[config.mk]
export PLATFORM = sky130hd
export DESIGN_NAME = max7219_serial_tx
export DESIGN_NICKNAME = d
export VERILOG_FILES = /design/src/rtl/max7219_serial_tx.sv
export SDC_FILE = /design/constraint.sdc
export NUM_CORES = 1
export LEC_CHECK = 0
export ABC_CLOCK_PERIOD_IN_PS = 3100
export CORE_MARGIN = 2
export CORE_UTILIZATION = 49
export CTS_CLUSTER_DIAMETER = 60
export DETAILED_ROUTE_END_ITERATION = 10
export PLACE_DENSITY = 0.81
export SYNTH_ARGS = -nofsm -noshare
export SYNTH_HDL_FRONTEND = slang
export SYNTH_SLANG_ARGS = --single-unit
[constraint.sdc]
create_clock -name i_clk -period 3.1 [get_ports i_clk]
set_input_delay 0.62 -clock i_clk [delete_from_list [all_inputs] [get_ports i_clk]]
set_output_delay 0.62 -clock i_clk [all_outputs]
set_load 0.02 [all_outputs]
[src/rtl/max7219_serial_tx.sv]
// Serialises an eight-digit refresh (16-bit frames, MSB first) to a MAX7219 over CLK/DIN/LOAD.
// Define MAX7219_INIT_SEQ_EN to prefix every refresh with the five configuration frames.
module max7219_serial_tx #(
   parameter int          CLK_DIV   = 1,
   parameter int unsigned INTENSITY = 4'h8
) (
   input  logic        i_clk,
   input  logic        i_reset,
   input  logic        i_start,
   input  logic [63:0] i_digits,
   output logic        o_busy,
   output logic        o_done,
   output logic        o_serial_clk,
   output logic        o_serial_dout,
   output logic        o_serial_load
);

`ifdef MAX7219_INIT_SEQ_EN
   localparam int NUM_FRAMES = 13;
   localparam int DIGIT_BASE = 5;
`else
   localparam int NUM_FRAMES = 8;
   localparam int DIGIT_BASE = 0;
`endif
   localparam logic [7:0] DIV_RELOAD = 8'(CLK_DIV - 1);
   localparam logic [3:0] LAST_FRAME = 4'(NUM_FRAMES - 1);

   if (CLK_DIV < 1 || CLK_DIV > 255 || INTENSITY > 15) begin : g_bad_param
      $error("max7219_serial_tx: CLK_DIV must be 1..255 and INTENSITY 0..15");
   end

   typedef enum logic [2:0] {IDLE, SHIFT_LO, SHIFT_HI, LATCH, GAP, DONE} state_t;

   state_t      state;
   logic [63:0] snap;
   logic [3:0]  bit_cnt;
   logic [3:0]  frm_cnt;
   logic [7:0]  div_cnt;
   logic [3:0]  bit_nxt;
   logic [15:0] first_frame;
   logic [15:0] cur_frame;
   logic [15:0] next_frame;

   function automatic logic [15:0] frame_word(input logic [3:0] idx, input logic [63:0] dig);
      logic [15:0] word;
      word = 16'h0000;
`ifdef MAX7219_INIT_SEQ_EN
      case (idx)
         4'd0:    word = 16'h0C01;
         4'd1:    word = 16'h0900;
         4'd2:    word = {12'h0A0, 4'(INTENSITY)};
         4'd3:    word = 16'h0B07;
         4'd4:    word = 16'h0F00;
         default: word = 16'h0000;
      endcase
`endif
      for (int k = 0; k < 8; k++)
         if (idx == 4'(k + DIGIT_BASE)) word = {4'h0, 4'(k + 1), dig[8*k +: 8]};
      return word;
   endfunction

   // the first frame comes straight from i_digits because the snapshot is loaded on the same edge
   assign first_frame = frame_word(4'd0, i_digits);
   assign cur_frame   = frame_word(frm_cnt, snap);
   assign next_frame  = frame_word(frm_cnt + 4'd1, snap);
   assign bit_nxt     = bit_cnt - 4'd1;

   always_ff @(posedge i_clk or posedge i_reset) begin
      if (i_reset) begin
         state         <= IDLE;
         snap          <= '0;
         bit_cnt       <= '0;
         frm_cnt       <= '0;
         div_cnt       <= '0;
         o_busy        <= 1'b0;
         o_done        <= 1'b0;
         o_serial_clk  <= 1'b0;
         o_serial_dout <= 1'b0;
         o_serial_load <= 1'b0;
      end else begin
         o_done <= 1'b0;
         case (state)
            IDLE: begin
               if (i_start) begin
                  snap          <= i_digits;
                  frm_cnt       <= 4'd0;
                  bit_cnt       <= 4'd15;
                  div_cnt       <= DIV_RELOAD;
                  o_busy        <= 1'b1;
                  o_serial_clk  <= 1'b0;
                  o_serial_dout <= first_frame[15];
                  state         <= SHIFT_LO;
               end
            end
            SHIFT_LO: begin
               if (div_cnt == 8'd0) begin
                  div_cnt      <= DIV_RELOAD;
                  o_serial_clk <= 1'b1;
                  state        <= SHIFT_HI;
               end else begin
                  div_cnt <= div_cnt - 8'd1;
               end
            end
            SHIFT_HI: begin
               if (div_cnt == 8'd0) begin
                  div_cnt      <= DIV_RELOAD;
                  o_serial_clk <= 1'b0;
                  if (bit_cnt == 4'd0) begin
                     o_serial_dout <= 1'b0;
                     o_serial_load <= 1'b1;
                     state         <= LATCH;
                  end else begin
                     bit_cnt       <= bit_nxt;
                     o_serial_dout <= cur_frame[bit_nxt];
                     state         <= SHIFT_LO;
                  end
               end else begin
                  div_cnt <= div_cnt - 8'd1;
               end
            end
            LATCH: begin
               if (div_cnt == 8'd0) begin
                  div_cnt       <= DIV_RELOAD;
                  o_serial_load <= 1'b0;
                  state         <= GAP;
               end else begin
                  div_cnt <= div_cnt - 8'd1;
               end
            end
            GAP: begin
               if (div_cnt == 8'd0) begin
                  if (frm_cnt == LAST_FRAME) begin
                     o_done <= 1'b1;
                     state  <= DONE;
                  end else begin
                     frm_cnt       <= frm_cnt + 4'd1;
                     bit_cnt       <= 4'd15;
                     div_cnt       <= DIV_RELOAD;
                     o_serial_dout <= next_frame[15];
                     state         <= SHIFT_LO;
                  end
               end else begin
                  div_cnt <= div_cnt - 8'd1;
               end
            end
            DONE: begin
               // i_start in this cycle is dropped; only IDLE accepts a request
               o_busy  <= 1'b0;
               frm_cnt <= 4'd0;
               state   <= IDLE;
            end
            default: state <= IDLE;
         endcase
      end
   end

endmodule

== Word-level counts from Yosys, hierarchy flattened ==
Cells that the tools add are included.
Word-level totals
  memory bits (writable): 0
  word-level logic and storage cells: 121
  register bits: 88
  bits in read-only memories: 0
  latch bits: 0
  output and inout bits: 5
  memories: 0
  input bits: 67
Operators by class
  divide/modulo/power cells: 0
  multiplexer cells: 58
  equal/unequal tests: 28
  reductions and logical operators: 21
  shifts and indexed selects: 0
  bitwise operators: 0
  $lt $le $gt $ge: 1
  multipliers: 0
  $add $sub $neg: 3
Operators with widths (number)
  two-way mux 16 bit: 14
  equality test 4 x 3 -> 1 bit (second input constant): 8
  two-way mux 4 bit: 8
  two-way mux 8 bit: 4
  one-hot mux 4 bit (3 select lines): 2
  one-hot mux 8 bit (3 select lines): 1
  two-way mux 3 bit: 6
  two-way mux 9 bit: 2
  equality test 4 x 2 -> 1 bit (second input constant): 4
  inequality test 2 bit (second input constant): 8
  one-hot mux 3 bit (5 select lines): 1
  two-way mux 1 bit: 14
  zero test 4 bit: 3
  AND reduction 4 bit: 3
  nonzero test 3 bit: 4
  AND reduction 5 bit: 2
  equality test 4 x 1 -> 1 bit (second input constant): 2
  zero test 8 bit: 1
  subtractor 8 x 1 -> 8 bit (second input constant): 1
  equality test 3 x 2 -> 1 bit (second input constant): 2
  equality test 3 bit (second input constant): 2
  one-hot mux 1 bit (3 select lines): 2
  AND reduction 6 bit: 1
  less-than comparator 4 x 5 -> 1 bit (second input constant): 1
  12 further kinds: 15

== Longest topological paths before layout ==
Gate-level depths: netlist of the first run.
  depth after elaboration: 14
  mapped depth: 10

== Least setup slack after synthesis of the first run ==
Ideal clock, no wire load.
  kind: flip-flop to flip-flop
  from: reg div_cnt[0]
  to: reg bit_cnt[1]
  setup time: 0.082 ns
  data required time: 3.018 ns
  clock period less this slack: 2.122 ns
  arrival: 2.040 ns
  path slack: 0.978 ns
  stages on the path, launching flop included: 9
  buffers on the path: 0
  cells stage by stage: dfrtp_1 -> inv_1 -> ha_1 -> or3b_2 -> or2_4 -> o32ai_4 -> o21a_4 -> inv_2 -> a22oi_2
On the way
  longest elaborated chain between the ends: 3
  elaborated cells between the ends (all ways): 4
  those cells by class: eq/ne (2); reduce/logical (2)
RTL lines
  start: declaration: line 38  | logic [7:0] div_cnt;
  start signal: assignment: line 101  | div_cnt <= div_cnt - 8'd1;
  start signal: assignment: line 118  | div_cnt <= div_cnt - 8'd1;
  start signal: assignment: line 127  | div_cnt <= div_cnt - 8'd1;
  zero test 8 bit *: line 105, 131
  inequality test 2 bit (no source line)
  AND reduction 6 bit (no source line) *
  end signal: assignment: line 113  | bit_cnt <= bit_nxt;
  end: declaration: line 36  | logic [3:0] bit_cnt;
Every way passes the cells marked *; elsewhere a longest branch is shown, timed or not.
A chain may end at the register's enable or synchronous reset.

== Worst setup path after layout of the first run ==
  from: reg frm_cnt[0]
  to: reg o_serial_dout
On the way
  longest elaborated chain between the ends: 14
  elaborated cells between the ends (all ways): 38
  those cells by class: add/sub (1); eq/ne (14); mux (21); reduce/logical (2)
RTL lines
  start: declaration: line 37  | logic [3:0] frm_cnt;
  start signal: assignment: line 136  | frm_cnt <= frm_cnt + 4'd1;
  zero test 4 bit: line 58  | if (idx == 4'(k + DIGIT_BASE)) word = {4'h0, 4'(k + 1), dig[8*k +: 8]};
  two-way mux 9 bit: line 58
  two-way mux 16 bit (7 in series): line 58
  binary-select mux 1 bit (select 4 bit): line 114  | o_serial_dout <= cur_frame[bit_nxt];
  two-way mux 1 bit (not written as such): line 114
  two-way mux 1 bit: line 108  | if (bit_cnt == 4'd0) begin
  two-way mux 1 bit: line 105  | if (div_cnt == 8'd0) begin
  one-hot mux 1 bit (3 select lines): line 82  | case (state)
  end signal: assignment: line 91  | o_serial_dout <= first_frame[15];
  end signal: assignment: line 114
  end signal: assignment: line 139  | o_serial_dout <= next_frame[15];
  end: declaration: line 14  | output logic o_serial_dout,
Parallel ways exist; a longest one is shown, timed or not. The select of a mux whose other input is x is not followed.

==> flow_metrics.tcl, run 1 <==
set metrics [dict create \
    setup-tns-final_ns 0 \
    drt_total_wl_um 10800 \
    vias 3753 \
    grt_antenna_before_repair 0 \
    min_period_ns 2.49 \
    worst_pin_slew_ns 0.685 \
    die_width_um 101 \
    hpwl_um 7590 \
    cts.reportedPaths.clkPinSlew_ns 0.08 \
    compound_gate_fraction_of_synth_area_pct 17.6 \
    dr.pass1.iters 5 \
    die_extent_in_y_um 101 \
    max_cap_viol_count 0 \
    final_max_slew_viol_count 0 \
    yosys.area_share.simple_pct 12.1 \
    grt_pass1_wl_um 17900 \
    yosysSeqAreaShare_pct 48.0 \
    synth_area_um2 4580 \
    seq_area_um2 2200 \
    peak_supply_drop_mv 0.207 \
    synth_top_family_by_area "compound AO/OA/AOI/OAI gates" \
    cts.sink_count 88 \
    critical_path_peak_fanout 8 \
    layout_common_cells "88 x sky130_fd_sc_hd__dfrtp_1, 71 x sky130_fd_sc_hd__clkdlybuf4s50_1, 56 x sky130_fd_sc_hd__mux2_2" \
    regToRegSetupSlack_ns 0.61 \
    hold_viol_final 0 \
    buffer_ports.inserted 71 \
    flow.area_growth_from_synthesis_pct 23.4 \
    yosys-top-cells-area "sky130_fd_sc_hd__dfrtp_1 48%, sky130_fd_sc_hd__mux2_2 14%, sky130_fd_sc_hd__a21oi_1 2.9%" \
    remaining_drc_errors 0 \
    swShare_pct 21.0 \
    pwr-share-comb_pct 7.3 \
    synth-xor-area-share_pct 1.15 \
    crit_path_start_kind "flop" \
    floorplan.core_area_um2 9150 \
    io_pins 72 \
    vias_in_the_first_global_route 3691 \
    starting_density_of_the_core_pct 50.1 \
    grt_usage_pct 22.5 \
    hold_path_class "reg -> reg" \
    count_of_cell_types_in_the_netlist 66 \
    fmaxAchievable_mhz 401 \
    yosys.area.top_type_share_pct 48.0 \
    num_antenna_cells 0 \
    drtIter0Drc 367 \
    crit_path_end_kind "flop" \
    p_switching_mw 0.496 \
    finalPower_mw 2.36 \
    cp.arrival_ns 2.76 \
    synthAdderAreaFrac_pct 1.91 \
    post_drt_via_cell_ratio 6.15 \
    post_cts_resize_count 0 \
    timing.final.setup_violations 0 \
    cts_setup_buffers 0 \
    drive_gt1_share_pct 19.0 \
    static-leakage-power_nw 2.51 \
    cts_hold_buf 0 \
    power_frac_clock_pct 41.1 \
    synth_enable_flop_cells 0 \
    max-slew-margin-rel_pct 54.3 \
    synth_fp_nets 504 \
    syn-instance-count 430 \
    cts_tree "yes" \
    yosys_top_cell_by_area "sky130_fd_sc_hd__dfrtp_1" \
    worstPathRequired_ns 3.37 \
    cts_buffer_depth 2 \
    synth_warnings 0 \
    power.density_cell_area_nw_per_um2 417 \
    grt_overflow_total 0 \
    power_frac_seq_pct 51.6 \
    drt-wirelength-per-cell_um 17.7 \
    synthFlopType "sky130_fd_sc_hd__dfrtp_1" \
    number_of_buffers_inserted_during_clock_tree_synthesis 9 \
    ys_ff_latch 88 \
    avgSynthCellArea_um2 10.7 \
    grt_setup_unrepaired "no" \
    fin_worst_skew_ns 0.0119 \
    root_buffer "sky130_fd_sc_hd__clkbuf_8" \
    finalNetCount 568 \
    layout.cells.most_common "sky130_fd_sc_hd__dfrtp_1" \
    area_enclosed_by_the_die_boundary_um2 10100 \
    grt_max_degree 53 \
    ctsHtreeMaxLevel 3 \
    multi_input_area_um2 2190 \
    final.fill_count 719 \
    async_flop_share_pct 100 \
    internal_power_mw 1.86 \
    drt.antenna.violating_nets 0 \
    status "complete, no violations" \
    rows 35 \
    final_wtd_congestion 0.828 \
    timing_worst_setup_path_type "reg -> reg" \
    clk_latency_ns 0.37 \
    final_min_period_over_clock_period_pct 80.4 \
    synth.area.mux_share_pct 14.9 \
]
## cells in the mapped netlist (9+ instances only)
cell type / instances
sky130_fd_sc_hd__nand3b_1: 10
sky130_fd_sc_hd__inv_1: 21
sky130_fd_sc_hd__nand3_1: 9
sky130_fd_sc_hd__a21oi_1: 27
sky130_fd_sc_hd__a221oi_1: 9
sky130_fd_sc_hd__nand2_1: 27
sky130_fd_sc_hd__dfrtp_1: 88
sky130_fd_sc_hd__nor2_1: 21
sky130_fd_sc_hd__clkbuf_1: 16
sky130_fd_sc_hd__mux2_2: 56
sky130_fd_sc_hd__o21ai_0: 23
## critical path, stage by stage, from the launching register on
cell and delay (ns):
sky130_fd_sc_hd__dfrtp_1 0.46, sky130_fd_sc_hd__ha_1 0.33, sky130_fd_sc_hd__or3_1 0.52, sky130_fd_sc_hd__a221oi_1 0.41, sky130_fd_sc_hd__o22ai_1 0.16, sky130_fd_sc_hd__a22oi_1 0.20, sky130_fd_sc_hd__a32oi_1 0.09, sky130_fd_sc_hd__o31ai_1 0.24
## power by group through the flow
stage / logic, mW / clock network, mW / registers [mW]
3_5_place_dp: 0.174 / 0 / 1.24
5_1_grt: 0.189 / 1.03 / 1.22
6_report: 0.172 / 0.969 / 1.22
3_3_place_gp: 0.169 / 0 / 1.24
4_1_cts: 0.175 / 0.983 / 1.22
2_1_floorplan: 0.0687 / 0 / 1.23
## metal layers
metal  track usage (%)  vias up  wire [um]
li1                  -     1707          -
met1              29.2     1879       4670
met2              35.7      137       5210
met3              4.99       30        521
met4              11.2        0        413
met5                 0        -          0
## sequential cells by signal, indices dropped and copies added (netlist names)
signal and cells:
bit_cnt 4, snap 64, o_serial_clk 1, o_done 1, div_cnt 8, o_busy 1
o_serial_load 1, frm_cnt 4, state 3, o_serial_dout 1
## worst paths after layout
kind | start | to | cells past startpoint
setup / recovery | frm_cnt[0]$_DFFE_PP0P_ | o_serial_dout$_DFFE_PP0P_ | 7
hold / removal | snap[25]$_DFFE_PP0P_ | snap[25]$_DFFE_PP0P_ | 1
setup reg to reg | frm_cnt[0]$_DFFE_PP0P_ | o_serial_dout$_DFFE_PP0P_ | 7
hold reg to reg | snap[25]$_DFFE_PP0P_ | snap[25]$_DFFE_PP0P_ | 1
max in group asynchronous | i_reset | snap[34]$_DFFE_PP0P_ | 3
min in group asynchronous | i_reset | div_cnt[2]$_DFFE_PP0P_ | 2
## cell type report
cell class | count | area share [%]
repair buffers | 80 | 14.0
well taps | 111 | 2.45
inverters | 23 | 1.55
multi-input cells | 292 | 38.8
flip-flops and latches | 88 | 38.9
clock inverters | 5 | 1.84
clock buffers | 11 | 2.50
## cell families (layout without fill, tap and decap cells)
kind of cell | after synthesis | count (layout)
compound gates | 116 | 116
simple gates | 103 | 103
flops | 88 | 88
mux | 60 | 60
buf+inv | 50 | 119
fa+ha+maj | 7 | 7
xor+xnor | 6 | 6
## per-stage QoR
stage               setup slack (ns)  cell area [um2]  instances  hold WS, ns  utilization, %
global placement               0.717             5410        594        0.485            59.1
finish                         0.607             5660        610        0.515            61.8
global route                   0.459             5660        610        0.523            61.8
floorplan                      0.201             4580        430        0.472               -
CTS                            0.659             5660        610        0.512            61.8
detailed placement             0.634             5410        594        0.494            59.1
Power figures use the tool's default switching activity.
==> run 2: changes to the inputs <==
==> config.mk (replaced) <==
export PLATFORM = sky130hd
export DESIGN_NAME = max7219_serial_tx
export DESIGN_NICKNAME = d
export VERILOG_FILES = /design/src/rtl/max7219_serial_tx.sv
export SDC_FILE = /design/constraint.sdc
export NUM_CORES = 1
export LEC_CHECK = 0
export ABC_CLOCK_PERIOD_IN_PS = 2500
export CORE_MARGIN = 2
export CORE_UTILIZATION = 54
export CTS_CLUSTER_DIAMETER = 60
export DETAILED_ROUTE_END_ITERATION = 10
export PLACE_DENSITY = 0.84
export SYNTH_ARGS = -nofsm -noshare
export SYNTH_HDL_FRONTEND = slang
export SYNTH_SLANG_ARGS = --single-unit
==> constraint.sdc (replaced) <==
create_clock -name i_clk -period 2.5 [get_ports i_clk]
set_input_delay 0.5 -clock i_clk [delete_from_list [all_inputs] [get_ports i_clk]]
set_output_delay 0.5 -clock i_clk [all_outputs]
set_load 0.02 [all_outputs]
==> flow_metrics.tcl, run 2 (same netlist as run 1, synthesis figures left out) <==
set metrics [dict create \
    static-leakage-power_nw 2.52 \
    clk_latency_ns 0.36 \
    critical_path_peak_fanout 6 \
    floorplan.core_area_um2 8220 \
    grt_antenna_before_repair 0 \
    drt.antenna.violating_nets 0 \
    registers.top_by_ff_count "snap" \
    cp.arrival_ns 2.58 \
    setup-tns-final_ns 0 \
    hold_viol_final 0 \
    layoutNonFillerInstCount 608 \
    drive_gt1_share_pct 20.3 \
    crit_path_end_kind "flop" \
    power.density_cell_area_nw_per_um2 489 \
    hold_path_class "reg -> reg" \
    num_antenna_cells 0 \
    starting_density_of_the_core_pct 55.8 \
    root_buffer "sky130_fd_sc_hd__clkbuf_8" \
    timing_worst_setup_path_type "reg -> reg" \
    drt_total_wl_um 11000 \
    grt_pass1_wl_um 18500 \
    final_max_slew_viol_count 0 \
    grt_overflow_total 0 \
    drt-wirelength-per-cell_um 18.2 \
    status "complete, no violations" \
    crit_path_start_kind "flop" \
    max_cap_viol_count 0 \
    fin_worst_skew_ns 0.0142 \
    final_core_util_pct 69.1 \
    peak_supply_drop_mv 0.312 \
    cts_buffer_depth 2 \
    placed_cells 592 \
    number_of_buffers_inserted_during_clock_tree_synthesis 9 \
    rows 33 \
    min_period_ns 2.33 \
    post_drt_via_cell_ratio 6.11 \
    regToRegSetupSlack_ns 0.17 \
    ctsHtreeMaxLevel 3 \
    hold-path-cell-count 1 \
    reg2regPathDepth 8 \
    dr.pass1.iters 6 \
    finalPower_mw 2.78 \
    largest_register_ffs 64 \
    layout_common_cells "88 x sky130_fd_sc_hd__dfrtp_1, 71 x sky130_fd_sc_hd__clkdlybuf4s50_1, 56 x sky130_fd_sc_hd__mux2_2" \
    area_enclosed_by_the_die_boundary_um2 9240 \
    cts.reportedPaths.clkPinSlew_ns 0.09 \
    vias 3714 \
    worst_hold_slack_ns 0.515 \
    final_wtd_congestion 0.970 \
    grt_setup_unrepaired "no" \
    timing.final.setup_violations 0 \
    largestRegisters "snap: 64 flops, div_cnt: 8 flops" \
    io_pins 72 \
    vias_in_the_first_global_route 3796 \
    worst_pin_slew_ns 0.669 \
    grt_max_degree 89 \
    remaining_drc_errors 0 \
    cts_tree "yes" \
    setup_ws_ns 0.171 \
    dpl_worst_slack_ns 0.0517 \
    fmaxAchievable_mhz 429 \
    die_width_um 96.1 \
    buffer_ports.inserted 71 \
    final_min_period_over_clock_period_pct 93.2 \
    worstPathRequired_ns 2.75 \
    max-slew-margin-rel_pct 55.1 \
    cts.sink_count 88 \
    drtIter0Drc 294 \
    finalNetCount 572 \
    hpwl_um 8160 \
    final_design_area_excluding_fillers_um2 5680 \
    grt_usage_pct 26.0 \
    die_extent_in_y_um 96.1 \
    final.fill_count 616 \
    layout.cells.most_common "sky130_fd_sc_hd__dfrtp_1" \
    place_area_um2 5460 \
    flow.area_growth_from_synthesis_pct 23.9 \
]
[run 2: report_power, final]
group | internal [mW] | total, mW | switching (mW) | leakage, nW
combinational | 0.141 | 0.215 | 0.0745 | 1.30
sequential | 1.48 | 1.51 | 0.0339 | 1.11
clock | 0.504 | 1.05 | 0.547 | 0.104
[run 2: metal layers]
layer  routed length (um)  GRT usage, %  share of wire (%)
met1                 4630          33.7                 42
met2                 5550          44.0                 50
met3                  635          4.62                5.7
met4                  228          8.93                2.1
met5                    0             0                  0
[run 2: critical path: stages (launching register included)]
cell	delay, ns
sky130_fd_sc_hd__dfrtp_1	0.39
sky130_fd_sc_hd__inv_1	0.11
sky130_fd_sc_hd__ha_1	0.15
sky130_fd_sc_hd__or3b_2	0.51
sky130_fd_sc_hd__nor2_4	0.18
sky130_fd_sc_hd__nand2_2	0.09
sky130_fd_sc_hd__a311oi_2	0.45
sky130_fd_sc_hd__o21ai_1	0.12
sky130_fd_sc_hd__a32o_1	0.22
[run 2: worst paths after layout]
kind,from,end
worst max register to register,div_cnt[0]$_DFFE_PP0P_,frm_cnt[2]$_DFFE_PP0P_
min in group asynchronous,i_reset,state[0]$_DFFE_PP0P_
worst min-delay path,snap[40]$_DFFE_PP0P_,snap[40]$_DFFE_PP0P_
max in group asynchronous,i_reset,snap[44]$_DFFE_PP0P_
worst max-delay path,div_cnt[0]$_DFFE_PP0P_,frm_cnt[2]$_DFFE_PP0P_
worst min register to register,snap[40]$_DFFE_PP0P_,snap[40]$_DFFE_PP0P_
[run 2: repair_timing]
item / CTS / global route
resized for setup: 0 / 3
setup buffers: 0 / 0
hold buffers: 0 / 0
endpoints found under the setup margin: 0 / 1
[run 2: cell type report]
type,instances,area [um2],area share [%]
repair buffers,84,846,14.9
flip-flops and latches,88,2200,38.8
clock buffers,10,138,2.42
clock inverters,6,72.6,1.28
well taps,105,131,2.31
multi-input cells,292,2200,38.8
inverters,23,90.1,1.59
==> run 3: changes to the inputs <==
--- a/config.mk
+++ b/config.mk
@@ -6,9 +6,11 @@
 export NUM_CORES = 1
 export LEC_CHECK = 0
 export ABC_CLOCK_PERIOD_IN_PS = 2500
+export CORE_ASPECT_RATIO = 0.7
 export CORE_MARGIN = 2
 export CORE_UTILIZATION = 54
 export CTS_CLUSTER_DIAMETER = 60
+export CTS_CLUSTER_SIZE = 14
 export DETAILED_ROUTE_END_ITERATION = 10
 export PLACE_DENSITY = 0.84
 export SYNTH_ARGS = -nofsm -noshare
==> flow_metrics.tcl, run 3 (same netlist as run 1, synthesis figures left out) <==
set metrics [dict create \
    setup_ws_ns 0.182 \
    max_cap_viol_count 0 \
    layoutNonFillerInstCount 608 \
    regToRegSetupSlack_ns 0.18 \
    placed_cells 592 \
    hold_path_class "in -> async" \
    critical_path_origin "frm_cnt[0]$_DFFE_PP0P_" \
    drive_gt1_share_pct 20.3 \
    grt_antenna_before_repair 0 \
    dpl_worst_slack_ns 0.139 \
    cts.reportedPaths.clkPinSlew_ns 0.07 \
    multi_input_area_um2 2200 \
    cts_setup_buffers 0 \
    critical_path_peak_fanout 7 \
    static-leakage-power_nw 2.53 \
    dr.pass1.iters 5 \
    critical_path.top_delay_family "simple AND/OR/NAND/NOR gates" \
    cts_hold_buf 0 \
    cp.arrival_ns 2.54 \
    worstPathRequired_ns 2.73 \
    fmaxAchievable_mhz 431 \
    flow.area_growth_from_synthesis_pct 25.2 \
    peak_supply_drop_mv 0.451 \
    drt.antenna.violating_nets 0 \
    rows 28 \
    registers.top_by_ff_count "snap" \
    cts_buffer_depth 2 \
    timing_worst_setup_path_type "reg -> reg" \
    starting_density_of_the_core_pct 55.0 \
    root_buffer "sky130_fd_sc_hd__clkbuf_16" \
    largestRegisters "snap: 64 flops, div_cnt: 8 flops" \
    grt_pass1_wl_um 17900 \
    crit_path_start_kind "flop" \
    final.fill_count 630 \
    status "complete, no violations" \
    regToRegStartpoint "frm_cnt[0]$_DFFE_PP0P_" \
    fin_worst_skew_ns 0.00506 \
    seq_area_um2 2200 \
    worst_pin_slew_ns 0.645 \
    layout.cells.most_common "sky130_fd_sc_hd__dfrtp_1" \
    grt_usage_pct 25.4 \
    max-slew-margin-rel_pct 57.0 \
    final_max_slew_viol_count 0 \
    crit_path_max_incr_delay_ns 0.48 \
    hold_viol_final 0 \
    die_extent_in_y_um 81.1 \
    cts_tree "yes" \
    area_enclosed_by_the_die_boundary_um2 9250 \
    drt-wirelength-per-cell_um 18.1 \
    vias_in_the_first_global_route 3613 \
    io_pins 72 \
    power.density_cell_area_nw_per_um2 520 \
    layout_common_cells "88 x sky130_fd_sc_hd__dfrtp_1, 71 x sky130_fd_sc_hd__clkdlybuf4s50_1, 56 x sky130_fd_sc_hd__mux2_2" \
    grt_overflow_total 0 \
    setup-tns-final_ns 0 \
    post_drt_via_cell_ratio 6.09 \
    ctsHtreeMaxLevel 3 \
    number_of_buffers_inserted_during_clock_tree_synthesis 9 \
    grt_setup_unrepaired "no" \
    num_antenna_cells 0 \
    remaining_drc_errors 0 \
    final_min_period_over_clock_period_pct 92.7 \
    critPathSlowestCell "sky130_fd_sc_hd__or4_1" \
    drtIter0Drc 393 \
    critical_path.cell_chain "inv_1 > ha_1 > nor2b_1 > a221oi_1 > nor3_1 > or4_1 > a211oi_1 > o31ai_1" \
    final_wtd_congestion 0.926 \
    min_period_ns 2.32 \
    timing.final.setup_violations 0 \
    floorplan.core_area_um2 8340 \
    die_width_um 114 \
    drt_total_wl_um 11000 \
    clk_latency_ns 0.34 \
    vias 3701 \
    grt_max_degree 52 \
    buffer_ports.inserted 71 \
    hpwl_um 8180 \
    finalNetCount 572 \
    cp_num_buf_inv 1 \
    cts.sink_count 88 \
    largest_register_ffs 64 \
    crit_path_end_kind "flop" \
]
[run 3: changes by cell type in the layout (fill, tap and decap cells not counted), sizes merged]
cell	previous run	this run
clkinvlp	2	6
clkbuf	10	9
inv	25	23
bufinv	1	0
[run 3: final timing paths]
path,end,depth (start not counted)
max,o_serial_dout$_DFFE_PP0P_,8
min,snap[37]$_DFFE_PP0P_,2
max reg2reg,o_serial_dout$_DFFE_PP0P_,8
min reg2reg,snap[26]$_DFFE_PP0P_,1
max in group asynchronous,state[1]$_DFFE_PP0P_,3
min in group i_clk,snap[26]$_DFFE_PP0P_,1
[run 3: per-layer routing]
layer	up-vias	GRT usage [%]	wire length, um
li1	1715	-	-
met1	1800	35.4	4980
met2	172	40.1	4900
met3	14	6.27	990
met4	0	6.95	132
met5	-	0	0
[run 3: area by class of cell]
class / count / area share (%)
Sequential cell: 88 / 38.4
Inverter: 23 / 1.57
Timing Repair Buffer: 84 / 14.5
Clock inverter: 7 / 0.959
Clock buffer: 9 / 3.92
Tap cell: 105 / 2.29
Multi-Input combinational cell: 292 / 38.4
[run 3: worst reg2reg max path: cells and delay by family, from the launching register on]
family                     cells  cell delay [ns]
AOI/OAI and AO/OA              3             0.65
DFF                            1             0.46
adders and majority gates      1             0.22
buffers and inverters          1             0.10
and+or+nand+nor                3             0.78
[run 3: metrics by stage]
step	total power, mW	area (um2)	hold slack [ns]	utilization (%)
after floorplan	1.61	4590	0.472	-
after global placement	1.74	5450	0.492	65.4
after detailed placement	1.75	5450	0.497	65.4
after CTS	3.00	5730	0.362	68.7
after global routing	3.08	5740	0.372	68.8
final	2.98	5740	0.369	68.8
[run 3: report_power, final]
part / leakage, nW / internal [mW] / switching [mW] / total (mW)
logic: 1.30 / 0.139 / 0.0729 / 0.212
clock network: 0.121 / 0.679 / 0.576 / 1.26
registers: 1.11 / 1.48 / 0.0368 / 1.52
total: 2.53 / 2.30 / 0.686 / 2.98
[run 3: what timing repair did]
| item | in CTS | in global routing |
|---|---|---|
| resized for setup | 0 | 2 |
| hold endpoints to repair | 0 | 0 |
| endpoints found under the setup margin | 0 | 1 |
